**src/rtl/alu_op_sequencer.sv**
```systemverilog
// Initiator for a single-cycle 32-bit ALU: decodes R-type funct, sequences srl and (optionally) multiply.
// Defining ALU_MUL_EN enables the shift-add multiplier for funct 0x18; otherwise 0x18 is illegal.
module alu_op_sequencer #(
  parameter int unsigned DATA_W  = 32,
  parameter int unsigned SHAMT_W = 5
) (
  input  logic               clk_i,
  input  logic               rst_i,
  input  logic               req_valid_i,
  output logic               req_ready_o,
  input  logic [5:0]         req_funct_i,
  input  logic [DATA_W-1:0]  req_a_i,
  input  logic [DATA_W-1:0]  req_b_i,
  input  logic [SHAMT_W-1:0] req_shamt_i,
  output logic [2:0]         alu_op_o,
  output logic [DATA_W-1:0]  alu_a_o,
  output logic [DATA_W-1:0]  alu_b_o,
  input  logic [DATA_W-1:0]  alu_result_i,
  input  logic               alu_zero_i,
  output logic               rsp_valid_o,
  input  logic               rsp_ready_i,
  output logic [DATA_W-1:0]  rsp_result_o,
  output logic               rsp_zero_o,
  output logic               rsp_illegal_o
);

  localparam logic [2:0] S_IDLE  = 3'd0;
  localparam logic [2:0] S_EXEC  = 3'd1;
  localparam logic [2:0] S_SHIFT = 3'd2;
  localparam logic [2:0] S_DONE  = 3'd3;

  localparam logic [2:0] OP_AND  = 3'b000;
  localparam logic [2:0] OP_OR   = 3'b001;
  localparam logic [2:0] OP_ADD  = 3'b010;
  localparam logic [2:0] OP_XOR  = 3'b011;
  localparam logic [2:0] OP_NOR  = 3'b100;
  localparam logic [2:0] OP_SRL1 = 3'b101;
  localparam logic [2:0] OP_SUB  = 3'b110;
  localparam logic [2:0] OP_SLT  = 3'b111;

  localparam logic [5:0] F_ADD = 6'h20;
  localparam logic [5:0] F_SUB = 6'h22;
  localparam logic [5:0] F_AND = 6'h24;
  localparam logic [5:0] F_OR  = 6'h25;
  localparam logic [5:0] F_XOR = 6'h26;
  localparam logic [5:0] F_NOR = 6'h27;
  localparam logic [5:0] F_SLT = 6'h2A;
  localparam logic [5:0] F_SRL = 6'h02;

`ifdef ALU_MUL_EN
  localparam logic [2:0] S_MUL_ADD = 3'd4;
  localparam logic [2:0] S_MUL_DBL = 3'd5;
  localparam logic [2:0] S_MUL_SHR = 3'd6;
  localparam logic [5:0] F_MUL     = 6'h18;
  localparam int unsigned ITER_W   = $clog2(DATA_W);

  logic [DATA_W-1:0] acc_q, acc_d, mcand_q, mcand_d, mplier_q, mplier_d;
  logic [ITER_W-1:0] iter_q, iter_d;
`endif

  logic [2:0]         state_q, state_d;
  logic               req_ready_q, req_ready_d;
  logic [2:0]         alu_op_q, alu_op_d;
  logic [DATA_W-1:0]  alu_a_q, alu_a_d, alu_b_q, alu_b_d;
  logic [SHAMT_W-1:0] cnt_q, cnt_d;
  logic               rsp_valid_q, rsp_valid_d;
  logic [DATA_W-1:0]  rsp_result_q, rsp_result_d;
  logic               rsp_zero_q, rsp_zero_d;
  logic               rsp_illegal_q, rsp_illegal_d;
  logic               dec_legal;
  logic [2:0]         dec_op;

  // Single-pass funct decode; srl and mul are sequenced separately.
  always_comb begin
    dec_legal = 1'b1;
    dec_op    = OP_ADD;
    case (req_funct_i)
      F_ADD:   dec_op = OP_ADD;
      F_SUB:   dec_op = OP_SUB;
      F_AND:   dec_op = OP_AND;
      F_OR:    dec_op = OP_OR;
      F_XOR:   dec_op = OP_XOR;
      F_NOR:   dec_op = OP_NOR;
      F_SLT:   dec_op = OP_SLT;
      default: dec_legal = 1'b0;
    endcase
  end

  always_comb begin
    state_d       = state_q;
    alu_op_d      = alu_op_q;
    alu_a_d       = alu_a_q;
    alu_b_d       = alu_b_q;
    cnt_d         = cnt_q;
    rsp_valid_d   = rsp_valid_q;
    rsp_result_d  = rsp_result_q;
    rsp_zero_d    = rsp_zero_q;
    rsp_illegal_d = rsp_illegal_q;
`ifdef ALU_MUL_EN
    acc_d         = acc_q;
    mcand_d       = mcand_q;
    mplier_d      = mplier_q;
    iter_d        = iter_q;
`endif
    case (state_q)
      S_IDLE: begin
        if (req_valid_i) begin
          if (req_funct_i == F_SRL) begin
            // shamt 0 passes B through as 0|B
            alu_a_d = '0;
            alu_b_d = req_b_i;
            cnt_d   = req_shamt_i;
            if (req_shamt_i == '0) begin
              alu_op_d = OP_OR;
              state_d  = S_EXEC;
            end else begin
              alu_op_d = OP_SRL1;
              state_d  = S_SHIFT;
            end
          end
`ifdef ALU_MUL_EN
          else if (req_funct_i == F_MUL) begin
            acc_d    = '0;
            mcand_d  = req_a_i;
            mplier_d = req_b_i;
            iter_d   = '0;
            if (req_b_i == '0) begin
              state_d       = S_DONE;
              rsp_valid_d   = 1'b1;
              rsp_result_d  = '0;
              rsp_zero_d    = 1'b1;
              rsp_illegal_d = 1'b0;
            end else begin
              alu_op_d = OP_ADD;
              alu_a_d  = '0;
              alu_b_d  = req_a_i;
              state_d  = S_MUL_ADD;
            end
          end
`endif
          else if (dec_legal) begin
            alu_op_d = dec_op;
            alu_a_d  = req_a_i;
            alu_b_d  = req_b_i;
            state_d  = S_EXEC;
          end else begin
            state_d       = S_DONE;
            rsp_valid_d   = 1'b1;
            rsp_result_d  = '0;
            rsp_zero_d    = 1'b1;
            rsp_illegal_d = 1'b1;
          end
        end
      end
      S_EXEC: begin
        state_d       = S_DONE;
        rsp_valid_d   = 1'b1;
        rsp_result_d  = alu_result_i;
        rsp_zero_d    = alu_zero_i;
        rsp_illegal_d = 1'b0;
      end
      S_SHIFT: begin
        alu_b_d = alu_result_i;
        cnt_d   = cnt_q - SHAMT_W'(1);
        // A zero intermediate stays zero, so stop shifting early
        if (alu_zero_i || cnt_q == SHAMT_W'(1)) begin
          state_d       = S_DONE;
          rsp_valid_d   = 1'b1;
          rsp_result_d  = alu_result_i;
          rsp_zero_d    = alu_zero_i;
          rsp_illegal_d = 1'b0;
        end
      end
`ifdef ALU_MUL_EN
      S_MUL_ADD: begin
        if (mplier_q[0]) acc_d = alu_result_i;
        alu_op_d = OP_ADD;
        alu_a_d  = mcand_q;
        alu_b_d  = mcand_q;
        state_d  = S_MUL_DBL;
      end
      S_MUL_DBL: begin
        mcand_d  = alu_result_i;
        alu_op_d = OP_SRL1;
        alu_b_d  = mplier_q;
        state_d  = S_MUL_SHR;
      end
      S_MUL_SHR: begin
        mplier_d = alu_result_i;
        iter_d   = iter_q + ITER_W'(1);
        if (alu_zero_i || iter_q == ITER_W'(DATA_W - 1)) begin
          state_d       = S_DONE;
          rsp_valid_d   = 1'b1;
          rsp_result_d  = acc_q;
          rsp_zero_d    = (acc_q == '0);
          rsp_illegal_d = 1'b0;
        end else begin
          alu_op_d = OP_ADD;
          alu_a_d  = acc_q;
          alu_b_d  = mcand_q;
          state_d  = S_MUL_ADD;
        end
      end
`endif
      S_DONE: begin
        if (rsp_ready_i) begin
          rsp_valid_d = 1'b0;
          state_d     = S_IDLE;
        end
      end
      default: state_d = S_IDLE;
    endcase
    req_ready_d = (state_d == S_IDLE);
  end

  always_ff @(posedge clk_i) begin
    if (rst_i) begin
      state_q       <= S_IDLE;
      req_ready_q   <= 1'b1;
      alu_op_q      <= OP_ADD;
      alu_a_q       <= '0;
      alu_b_q       <= '0;
      cnt_q         <= '0;
      rsp_valid_q   <= 1'b0;
      rsp_result_q  <= '0;
      rsp_zero_q    <= 1'b0;
      rsp_illegal_q <= 1'b0;
`ifdef ALU_MUL_EN
      acc_q         <= '0;
      mcand_q       <= '0;
      mplier_q      <= '0;
      iter_q        <= '0;
`endif
    end else begin
      state_q       <= state_d;
      req_ready_q   <= req_ready_d;
      alu_op_q      <= alu_op_d;
      alu_a_q       <= alu_a_d;
      alu_b_q       <= alu_b_d;
      cnt_q         <= cnt_d;
      rsp_valid_q   <= rsp_valid_d;
      rsp_result_q  <= rsp_result_d;
      rsp_zero_q    <= rsp_zero_d;
      rsp_illegal_q <= rsp_illegal_d;
`ifdef ALU_MUL_EN
      acc_q         <= acc_d;
      mcand_q       <= mcand_d;
      mplier_q      <= mplier_d;
      iter_q        <= iter_d;
`endif
    end
  end

  assign req_ready_o   = req_ready_q;
  assign alu_op_o      = alu_op_q;
  assign alu_a_o       = alu_a_q;
  assign alu_b_o       = alu_b_q;
  assign rsp_valid_o   = rsp_valid_q;
  assign rsp_result_o  = rsp_result_q;
  assign rsp_zero_o    = rsp_zero_q;
  assign rsp_illegal_o = rsp_illegal_q;

endmodule

```
**config.mk**
```make
export PLATFORM = sky130hd
export DESIGN_NAME = alu_op_sequencer
export DESIGN_NICKNAME = d
export VERILOG_FILES = /design/src/rtl/alu_op_sequencer.sv
export SDC_FILE = /design/constraint.sdc
export NUM_CORES = 1
export LEC_CHECK = 0
export CORE_MARGIN = 1
export CORE_UTILIZATION = 25
export CTS_BUF_LIST = sky130_fd_sc_hd__clkbuf_8
export DETAILED_ROUTE_END_ITERATION = 8
export GPL_TIMING_DRIVEN = 0
export PLACE_DENSITY = 0.55
export SLEW_MARGIN = 10
export SYNTH_ARGS = -nofsm -noshare
export SYNTH_HDL_FRONTEND = slang
export SYNTH_SLANG_ARGS = --single-unit
```
**constraint.sdc**
```tcl
create_clock -name clk_i -period 2.6 [get_ports clk_i]
set_clock_uncertainty 0.1 [all_clocks]
set_input_delay 0.52 -clock clk_i [delete_from_list [all_inputs] [get_ports clk_i]]
set_output_delay 0.52 -clock clk_i [all_outputs]
set_load 0.005 [all_outputs]
```
* After elaboration in Yosys (flattened, before gate mapping)
Cells that the tools add are included.
** Cells by class
- Add/sub/neg operators :: 1
- Equality and inequality tests :: 19
- Mux-type cells :: 36
- Reduce and logical (&&, ||, !) cells :: 14
** Operator list (number)
- two-way mux 32 bit :: 9
- one-hot mux 32 bit (3 select lines) :: 1
- one-hot mux 32 bit (2 select lines) :: 1
- equality test 6 bit (second input constant) :: 7
- two-way mux 3 bit :: 7
- one-hot mux 3 bit (6 select lines) :: 1
- != test 2 bit (second input constant) :: 6
- one-hot mux 3 bit (4 select lines) :: 1
- two-way mux 5 bit :: 2
- one-hot mux 5 bit (2 select lines) :: 1
- AND reduction 3 bit :: 3
- two-way mux 1 bit :: 8
- OR reduction 7 bit :: 1
- equality test 3 x 2 -> 1 bit (second input constant) :: 2
- equality test 6 x 2 -> 1 bit (second input constant) :: 1
- zero test 3 bit :: 2
- one-hot mux 1 bit (3 select lines) :: 2
- AND reduction 6 bit :: 1
- equality test 5 x 1 -> 1 bit (second input constant) :: 1
- zero test 5 bit :: 1
- AND reduction 5 bit :: 1
- subtractor 5 x 1 -> 5 bit (second input constant) :: 1
- two-way mux 2 bit :: 2
- one-hot mux 1 bit (4 select lines) :: 1
- 6 further kinds :: 7
** Storage, ports and cells
- Register bits after elaboration :: 111
- Input port bits :: 112
- Output and inout bits :: 103
- Logic and storage cells :: 80

* Depth between registers and ports, before layout
Gate-level depths: netlist of run 1.
- Depth after elaboration :: 8
- Gate-level depth with buffers :: 9
- Gate-level depth less buffers :: 7

* Least setup slack after synthesis of run 1
No wires, ideal clock.
- Kind :: input to register
- Start point :: input req_funct_i[2]
- End point :: register cnt_q[0]
- Setup time :: 0.091 ns
- Arrival time :: 1.997 ns
- Required time :: 2.409 ns
- Slack :: 0.412 ns
- Stages :: 6
- Path buffers :: 1
- Cell sequence :: buf_2 > or4b_4 > nor4b_4 > a21o_1 > a21oi_1 > a311oi_1
** Between the ends
- Cells in the longest elaborated chain, start to end :: 3
** Ends and longest elaborated chain
- start, declared :: line 11 : input logic [5:0] req_funct_i,
- equality test 6 x 2 -> 1 bit :: line 108 : if (req_funct_i == F_SRL) begin
- != test 2 bit (no line)
- AND reduction 3 bit (no line)
- end signal, assigned :: line 240 : cnt_q <= cnt_d;
- end, declared :: line 65 : logic [SHAMT_W-1:0] cnt_q, cnt_d;
No other way between the ends.
A chain may end at the register's enable or synchronous reset.

* Worst setup path in the final report of run 1
- Start point :: input req_funct_i[3]
- End point :: register rsp_result_q[6], in the netlist rsp_result_o[6]
** Between the ends
- Cells in the longest elaborated chain, start to end :: 5
- Elaborated cells on any way between the ends :: 13
- Classes of those cells :: 10 x eq/ne; 1 x mux; 2 x reduce/logical
** Ends and longest elaborated chain
- equality test 6 bit :: line 77 : case (req_funct_i)
- OR reduction 7 bit (no line)
- two-way mux 1 bit :: line 77
- != test 2 bit (no line)
- AND reduction 5 bit (no line) *
- end signal, assigned :: line 242 : rsp_result_q <= rsp_result_d;
- end, declared :: line 67 : logic [DATA_W-1:0] rsp_result_q, rsp_result_d;
Mark *: on every way between the ends. The rest lies on a longest branch, timed or not.

==> results.yml, run 1 <==
placed_design:
  gp_congestion: 0.802
  io_buffers: 213
  place_hpwl_microns: 11200
  preCtsSetupSlack_ns: -0.620
  numPlacedInstances: 853
  placed_area_sq_um: 6800
setup_path:
  r2r_slack_ns: 0.26
  cp_data_required_time_ns: 2.78
  crit_fanout: 10
  worstSetupStartpointType: "primary input"
  end_kind: "flip-flop"
  worstSetupPathType: "in -> reg"
  arrival_ns: 2.72
clocking:
  clock_sinks: 111
  cts_tree: "done"
  cts_buffers: 9
  clkTransAtPathRegs_ns: 0.09
  clockRootBuffer: "clkbuf_8"
  cts_buffer_depth: 2
  clk_latency_ns: 0.39
  htreeDepth: 3
drt:
  first_iter_violations: 101
  vias: 4069
  post-route-drc-count: 0
  vias_per_cell: 4.68
  routed_wl_microns: 14500
  antenna_left: 0
  dr.pass1.iters: 4
  wl_per_cell_microns: 16.7
floorplanning:
  core_sq_um: 17200
  design.die.area_sq_um: 18100
  die-height_microns: 135
  rows: 48
  initial_utilization_pct: 25.5
  die_w_microns: 135
  ioPinCount: 215
layout:
  antennaDiodeCount: 0
  nets: 754
  syn_to_final_growth_pct: 60.6
  design_area_sq_um: 7050
  fin_cells: 870
  final_layout_size_suffix_gt1_share_pct: 7.91
timing:
  report.final.slew_viol_count: 0
  fin_crit_sh_pct: 97.7
  tightest_slew_ns: 0.646
  relSlewSlack_pct: 56.6
  layout_min_cycle_time_ns: 2.54
  fmax_mhz: 394
  finalSetupViolCount: 0
  hold_viol: 0
  worst_slack_ns: 0.0602
  hold_ws_ns: 0.385
yosys:
  synth-edff-count: 0
  yosysSeqAreaShare_pct: 50.6
  synth_cells: 415
  yosys.area.top_type: "dfxtp_1"
  syn-num-nets: 529
  async_flop_share_pct: 0
  synth-seq-cells: 111
  ys_types: 55
  avgSynthCellArea_sq_um: 10.6
  synth_top_area_share_pct: 50.6
  yosysWarnings: 0
  yosysMostFrequentCell: "dfxtp_1"
  yosys-top-cells-count: "dfxtp_1 (111), a22o_1 (64), nor2_1 (46)"
  ys_top_cells_by_area: "dfxtp_1 (51%), a22o_1 (13%), mux2i_1 (7.5%), a211oi_1 (5.6%), nor2_1 (3.9%)"
  ys.flop_type: "dfxtp_1"
  synth_area_sq_um: 4390
grt:
  grt_pass1_wl_microns: 22700
  grt_pass1_vias: 4231
  antenna_found_initial: 0
  overflow: 0
  grt_start_max_net_pins: 19
  track_usage_pct: 16.3
power:
  ir_worst_vdd_v: 0.000263
  cellLeakagePower_nw: 2.51
  p_per_area_nw_per_um2: 480
run:
  maxCapViolations: 0
outcome:
  status: "finished clean"
worst_hold_path:
  min_path_type: "reg -> reg"
-- timing repair --
action / 4_1_cts / 5_1_grt
cloned: 0 / 0
gates resized for setup: 4 / 7
endpoints found under the hold margin: 0 / 0
buffers inserted: 0 / 1
endpoints found under the setup margin: 30 / 46
hold buffers: 0 / 0
pin swaps: 0 / 2
-- power breakdown --
group | leakage (nW) | internal, mW | switching, mW | total, mW
sequential | 0.899 | 1.75 | 0.0287 | 1.78
combinational | 1.51 | 0.308 | 0.205 | 0.513
clock | 0.103 | 0.476 | 0.618 | 1.09
total | 2.51 | 2.54 | 0.852 | 3.39
-- per-layer routing --
layer | wire [microns] | global-route usage (%) | share of wire [%] | vias to the layer above
met4 | 311 | 6.12 | 2.1 | 0
li1 | - | - | - | 1987
met3 | 1210 | 5.78 | 8.4 | 19
met5 | 0 | 0 | 0 | -
met1 | 6130 | 19.2 | 42 | 1899
met2 | 6840 | 27.3 | 47 | 164
-- sequential cells by signal, summed over array words and instances (netlist names) --
signal / flops
rsp_result_o: 32
cnt_q: 5
alu_b_o: 32
state_q: 3
alu_a_o: 32
rsp_valid_o: 1
alu_op_o: 3
req_ready_o: 1
rsp_zero_o: 1
rsp_illegal_o: 1
-- area by class of cell --
type | count | area, sq um
Inverter | 8 | 30.0
Multi-Input combinational cell | 262 | 1970
Fill cell | 1682 | 10200
Timing Repair Buffer | 214 | 2140
Clock inverter | 6 | 65.1
Buffer | 34 | 206
Sequential cell | 111 | 2220
Tap cell | 225 | 282
Clock buffer | 10 | 138
-- worst max-delay path, stage by stage --
cell             delay [ns]
clkdlybuf4s50_1        0.76
a2111oi_4              0.17
nor4_2                 0.62
a211oi_4               0.15
clkbuf_4               0.24
a22o_1                 0.24
-- cells by family after synthesis --
family | share of synthesized area [%]
multiplexers | 7.78
XOR/XNOR | 0.200
buffers and inverters | 5.24
adder cells (fa/ha/maj) | 0.570
other | 0.0854
AO/OA/AOI/OAI | 24.4
AND/OR/NAND/NOR | 11.1
flip-flops | 50.6
-- layout by cell type (no fill, tap or decap), types with 2 or more instances in the layout --
cell / count
a2111oi_4: 2
a211oi_1: 33
a21o_1: 2
a21oi_1: 7
a22o_1: 64
a31oi_1: 2
a32o_1: 2
and3_1: 2
buf_12: 2
buf_2: 7
buf_4: 4
clkbuf_1: 16
clkbuf_2: 3
clkbuf_8: 10
clkdlybuf4s50_1: 213
clkinv_2: 2
dfxtp_1: 111
ha_1: 2
inv_1: 7
inv_6: 2
mux2i_1: 33
nand2_1: 11
nand2b_1: 2
nand3_1: 2
nor2_1: 46
nor2b_1: 3
nor3_1: 5
nor3b_1: 2
o21a_1: 2
o21ai_0: 9
or2_2: 3
or3_1: 2
or4_1: 2
-- final timing paths --
path	cells after the start	to	from
setup / recovery	6	rsp_result_o[6]$_SDFFE_PP0P_	req_funct_i[3]
hold / removal	1	rsp_result_o[1]$_SDFFE_PP0P_	rsp_result_o[1]$_SDFFE_PP0P_
setup reg to reg	7	rsp_result_o[6]$_SDFFE_PP0P_	cnt_q[0]$_SDFFE_PP0P_
hold reg to reg	1	rsp_result_o[1]$_SDFFE_PP0P_	rsp_result_o[1]$_SDFFE_PP0P_
-- stage by stage --
step	total power, mW	util, %	TNS (ns)
final	3.39	40.9	0
after global routing	3.55	40.9	-0.00119
after CTS	3.46	40.8	0
after detailed placement	2.33	39.5	-38.24
after global placement	2.32	39.5	-33.73
after floorplan	1.99	-	0
(Power assumes the default switching activity.)
==> run 2: changes to the inputs <==
--- a/config.mk
+++ b/config.mk
@@ -10,6 +10,7 @@
 export CTS_BUF_LIST = sky130_fd_sc_hd__clkbuf_8
 export DETAILED_ROUTE_END_ITERATION = 8
 export GPL_TIMING_DRIVEN = 0
+export MAX_ROUTING_LAYER = met4
 export PLACE_DENSITY = 0.55
 export SLEW_MARGIN = 10
 export SYNTH_ARGS = -nofsm -noshare
==> constraint.sdc (replaced) <==
create_clock -name clk_i -period 2.43 [get_ports clk_i]
set_clock_uncertainty 0.1 [all_clocks]
set_input_delay 0.486 -clock clk_i [delete_from_list [all_inputs] [get_ports clk_i]]
set_output_delay 0.486 -clock clk_i [all_outputs]
set_load 0.005 [all_outputs]
==> run 2 against run 1 <==
Against the previous run:
- routed wire length rose by 0.66%
- global-route usage up 0.61 points
- critical path depth is 2 higher
- cell count up 0.34%
- non-clock buffer count increased by 3
- die area stayed put
- clock power increased by 6%
- via count decreased by 0.27%
- final area grew 0.82%
- worst hold slack gained 0.0040 ns
- sequential power increased by 7%
- largest power group unchanged
==> results.yml, run 2 (synthesis gave the netlist of run 1 again) <==
layout:
  syn_to_final_growth_pct: 61.9
  layout_common_cells: "clkdlybuf4s50_1 (209), dfxtp_1 (111), a22o_1 (64)"
  seq_area_sq_um: 2220
  nets: 757
  final_common_cell: "clkdlybuf4s50_1"
  multi_input_area_sq_um: 1990
  fin_cells: 873
  nFillCells: 1665
  design_area_sq_um: 7110
  final_layout_size_suffix_gt1_share_pct: 8.95
  antennaDiodeCount: 0
drt:
  routed_wl_microns: 14600
  antenna_left: 0
  first_iter_violations: 162
  dr.pass1.iters: 4
  vias_per_cell: 4.65
  wl_per_cell_microns: 16.7
  vias: 4058
  post-route-drc-count: 0
placed_design:
  io_buffers: 213
  numPlacedInstances: 853
  gp_congestion: 0.767
  placed_area_sq_um: 6800
  place_hpwl_microns: 11100
timing:
  rsz0062_at_grt: "false"
  hold_viol: 0
  fin_crit_sh_pct: 95.1
  relSlewSlack_pct: 62.1
  report.final.slew_viol_count: 0
  tightest_slew_ns: 0.569
  fmax_mhz: 433
  finalSetupViolCount: 0
  layout_min_cycle_time_ns: 2.31
floorplanning:
  design.die.area_sq_um: 18100
  die-height_microns: 135
  core_sq_um: 17200
  ioPinCount: 215
  rows: 48
  die_w_microns: 135
  initial_utilization_pct: 25.5
setup_path:
  cp-endpoint: "alu_b_o[22]$_SDFFE_PP0P_"
  end_kind: "flip-flop"
  worstSetupPathType: "in -> reg"
  rr_startpoint: "state_q[2]$_SDFF_PP0_"
  cp_cell_sequence: "clkdlybuf4s50_1, nand2b_1, a2111oi_4, o21a_2, buf_12, buf_8, mux2i_1, a211oi_1"
  r2r_slack_ns: 0.14
  cp_data_required_time_ns: 2.59
  critPathSlowestCell: "clkdlybuf4s50_1"
  crit_start: "req_funct_i[1]"
  crit_fanout: 10
  arrival_ns: 2.47
  r2r_cells: 7
  max_stage_delay_ns: 0.54
  reg2reg_to: "alu_a_o[12]$_SDFFE_PP0P_"
  worstSetupStartpointType: "primary input"
grt:
  grt_pass1_vias: 4185
  overflow: 0
  antenna_found_initial: 0
  track_usage_pct: 17.0
  grt_start_max_net_pins: 19
  grt_pass1_wl_microns: 22700
worst_hold_path:
  holdPathStages: 1
  min_path_type: "reg -> reg"
run:
  maxCapViolations: 0
power:
  ir_worst_vdd_v: 0.000253
  p_per_area_nw_per_um2: 509
  cellLeakagePower_nw: 2.58
clocking:
  cts_buffers: 9
  clockRootBuffer: "clkbuf_8"
  clk_latency_ns: 0.39
  clock_sinks: 111
  cts_buffer_depth: 2
  hold_buffers: 0
  htreeDepth: 3
  clkTransAtPathRegs_ns: 0.11
  cts_tree: "done"
outcome:
  status: "finished clean"
run 2: cell types whose count changed in the layout (fill, tap and decap cells not counted), sizes merged:
cell | previous run | this run
clkdlybuf4s50 | 213 | 209
dlymetal6s2s | 0 | 4
buf | 15 | 19
clkbuf | 30 | 28
clkinvlp | 1 | 2
clkinv | 2 | 0
inv | 10 | 12
run 2: critical path: cells and delay by family:
| family | cells | cell delay (ns) |
|---|---|---|
| buffers and inverters | 3 | 0.87 |
| muxes | 1 | 0.23 |
| AOI/OAI and AO/OA | 3 | 0.75 |
| and+or+nand+nor | 1 | 0.11 |
run 2: worst min-delay path by stage:
stage / from / end / slack [ns]
4_1_cts: rsp_result_o[3]$_SDFFE_PP0P_ / rsp_result_o[3]$_SDFFE_PP0P_ / 0.39
2_1_floorplan: alu_op_o[0]$_SDFFE_PP0P_ / alu_op_o[0]$_SDFFE_PP0P_ / 0.37
6_report: rsp_result_o[1]$_SDFFE_PP0P_ / rsp_result_o[1]$_SDFFE_PP0P_ / 0.39
3_5_place_dp: alu_a_o[3]$_SDFFE_PP0P_ / alu_a_o[3]$_SDFFE_PP0P_ / 0.36
3_3_place_gp: alu_a_o[7]$_SDFFE_PP0P_ / alu_a_o[7]$_SDFFE_PP0P_ / 0.36
5_1_grt: rsp_result_o[10]$_SDFFE_PP0P_ / rsp_result_o[10]$_SDFFE_PP0P_ / 0.41
run 2: what timing repair did:
| action | in CTS | in global routing |
|---|---|---|
| buffers inserted | 2 | 2 |
| hold endpoints to repair | 0 | 0 |
| gates resized for setup | 8 | 22 |
| pin swaps | 1 | 3 |
| setup endpoints to repair | 51 | 90 |
| cloned | 0 | 0 |
run 2: metrics by stage:
stage	utilization [%]	setup WS [ns]	total power [mW]	TNS [ns]	hold WS, ns
floorplan	-	0.276	2.13	0	0.370
global placement	39.5	-0.601	2.48	-46.72	0.360
detailed placement	39.5	-0.616	2.49	-46.77	0.363
CTS	40.9	-0.0139	3.66	-0.0536	0.391
global route	41.2	0.00706	3.79	0	0.410
finish	41.2	0.120	3.62	0	0.389
run 2: area by class of cell:
type                       instances  share of cell area [%]
buffer                            34                    3.10
timing repair buffer             217                    30.6
clock inverter                     7                    1.02
multi-input combinational        262                    27.9
clock buffer                       9                    1.74
sequential                       111                    31.3
tap                              225                    3.96
inverter                           8                   0.422
run 2: report_power, final:
part           switching (mW)  leakage, nW  internal [mW]
combinational           0.220         1.58          0.333
clock                   0.674        0.100          0.482
sequential             0.0325        0.899           1.87
total                   0.926         2.58           2.69
run 2: metal layers:
layer / share of wire [%] / wire (microns) / track usage [%]
met3: 6.1 / 893 / 3.53
met2: 47 / 6880 / 27.3
met1: 44 / 6480 / 20.7
met4: 2.3 / 329 / 6.62
met5: 0 / 0 / -
==> run 3: changes to the inputs <==
--- a/config.mk
+++ b/config.mk
@@ -5,13 +5,14 @@
 export SDC_FILE = /design/constraint.sdc
 export NUM_CORES = 1
 export LEC_CHECK = 0
+export CAP_MARGIN = 30
 export CORE_MARGIN = 1
 export CORE_UTILIZATION = 25
 export CTS_BUF_LIST = sky130_fd_sc_hd__clkbuf_8
 export DETAILED_ROUTE_END_ITERATION = 8
 export GPL_TIMING_DRIVEN = 0
 export MAX_ROUTING_LAYER = met4
-export PLACE_DENSITY = 0.55
+export PLACE_DENSITY = 0.56
 export SLEW_MARGIN = 10
 export SYNTH_ARGS = -nofsm -noshare
 export SYNTH_HDL_FRONTEND = slang
==> run 3 against run 2 <==
Against the previous run:
- combinational power hardly changed
- critical path depth stayed put
- non-clock buffer count is 1 higher
- flip-flop and latch count stayed put
- setup slack better by 0.017 ns
- utilization is 0.11 points higher
- routed wire length is 0.53% lower
- critical path type unchanged
==> results.yml, run 3 (synthesis gave the netlist of run 1 again) <==
timing:
  hold_ws_ns: 0.386
  fmax_mhz: 436
  finalSetupViolCount: 0
  report.final.slew_viol_count: 0
  hold_viol: 0
  fin_crit_sh_pct: 94.4
  layout_min_cycle_time_ns: 2.29
  fin_tns_setup_ns: 0
  rsz0062_at_grt: "false"
  relSlewSlack_pct: 64.2
  tightest_slew_ns: 0.538
grt:
  track_usage_pct: 16.5
  grt_pass1_vias: 4118
  grt_pass1_wl_microns: 22200
  antenna_found_initial: 0
  overflow: 0
  grt_start_max_net_pins: 20
power:
  p_total_mw: 3.73
  p_per_area_nw_per_um2: 523
  cellLeakagePower_nw: 2.58
  ir_worst_vdd_v: 0.000368
setup_path:
  arrival_ns: 2.50
  worstSetupStartpointType: "primary input"
  crit_fanout: 10
  worstSetupPathType: "in -> reg"
  end_kind: "flip-flop"
  cp_data_required_time_ns: 2.64
drt:
  wl_per_cell_microns: 16.6
  antenna_left: 0
  first_iter_violations: 115
  routed_wl_microns: 14500
  vias_per_cell: 4.66
  vias: 4073
  dr.pass1.iters: 4
  post-route-drc-count: 0
clocking:
  clockRootBuffer: "clkbuf_8"
  hold_buffers: 0
  cts_tree: "done"
  clkTransAtPathRegs_ns: 0.11
  clock_sinks: 111
  clk_latency_ns: 0.39
  htreeDepth: 3
  cts_buffers: 9
  cts_buffer_depth: 2
worst_hold_path:
  min_path_type: "reg -> reg"
floorplanning:
  die-height_microns: 135
  ioPinCount: 215
  die_w_microns: 135
  design.die.area_sq_um: 18100
  core_sq_um: 17200
  rows: 48
  initial_utilization_pct: 25.5
placed_design:
  gp_congestion: 0.846
  io_buffers: 213
  place_hpwl_microns: 11200
layout:
  nFillCells: 1681
  final_layout_size_suffix_gt1_share_pct: 9.24
  antennaDiodeCount: 0
  final_common_cell: "clkdlybuf4s50_1"
  syn_to_final_growth_pct: 62.4
  nets: 758
  layout_common_cells: "clkdlybuf4s50_1 (209), dfxtp_1 (111), a22o_1 (64)"
run:
  maxCapViolations: 0
outcome:
  status: "finished clean"
==> run 3: worst paths after layout <==
kind                                 start                       end  slack, ns  cells after the start
setup / recovery            req_funct_i[1]  alu_b_o[24]$_SDFFE_PP0P_       0.14                      8
setup reg to reg     state_q[2]$_SDFF_PP0_   alu_a_o[6]$_SDFFE_PP0P_       0.17                      7
hold reg to reg   alu_a_o[31]$_SDFFE_PP0P_  alu_a_o[31]$_SDFFE_PP0P_       0.39                      1
hold / removal    alu_a_o[31]$_SDFFE_PP0P_  alu_a_o[31]$_SDFFE_PP0P_       0.39                      1
==> run 3: cell type report <==
class,count,area [sq um],share of cell area (%)
Buffer,34,211,2.97
Clock buffer,9,124,1.74
Clock inverter,7,103,1.44
Inverter,8,30.0,0.421
Multi-Input combinational cell,262,1980,27.8
Sequential cell,111,2220,31.2
Tap cell,225,282,3.95
Timing Repair Buffer,218,2180,30.5
==> run 3: critical path: stages <==
cell and delay (ns):
clkdlybuf4s50_1 0.55, nand2b_1 0.11, a2111oi_4 0.40, o21a_2 0.26, buf_12 0.16, buf_8 0.17, mux2i_1 0.09, a211oi_1 0.26
==> run 3: metal layers <==
layer / GRT usage (%) / vias to the layer above / wire, microns
met5: - / - / 0
met4: 4.18 / 0 / 225
met3: 5.86 / 15 / 1130
met2: 27.1 / 162 / 6790
met1: 19.1 / 1901 / 6360
li1: - / 1995 / -
==> run 3: repair_timing <==
| item | in CTS | in global routing |
|---|---|---|
| pin swaps | 2 | 4 |
| buffers inserted | 0 | 5 |
| resized for setup | 8 | 16 |
| gates cloned | 0 | 0 |
| setup endpoints to repair | 43 | 88 |
==> run 3: power breakdown <==
group          total [mW]  internal (mW)  leakage (nW)  switching (mW)
logic               0.554          0.332          1.57           0.221
registers            1.91           1.87         0.899          0.0309
clock network        1.27          0.592         0.110           0.680
==> run 3: stage by stage <==
| stage | util [%] | setup slack [ns] | area (sq um) | instances |
|---|---|---|---|---|
| detailed placement | 39.5 | -0.609 | 6800 | 853 |
| global placement | 39.5 | -0.638 | 6800 | 853 |
| CTS | 41.0 | 0.00651 | 7070 | 869 |
| floorplan | - | 0.276 | 4390 | 415 |
| global route | 41.4 | 0.0170 | 7130 | 874 |
| finish | 41.4 | 0.137 | 7130 | 874 |
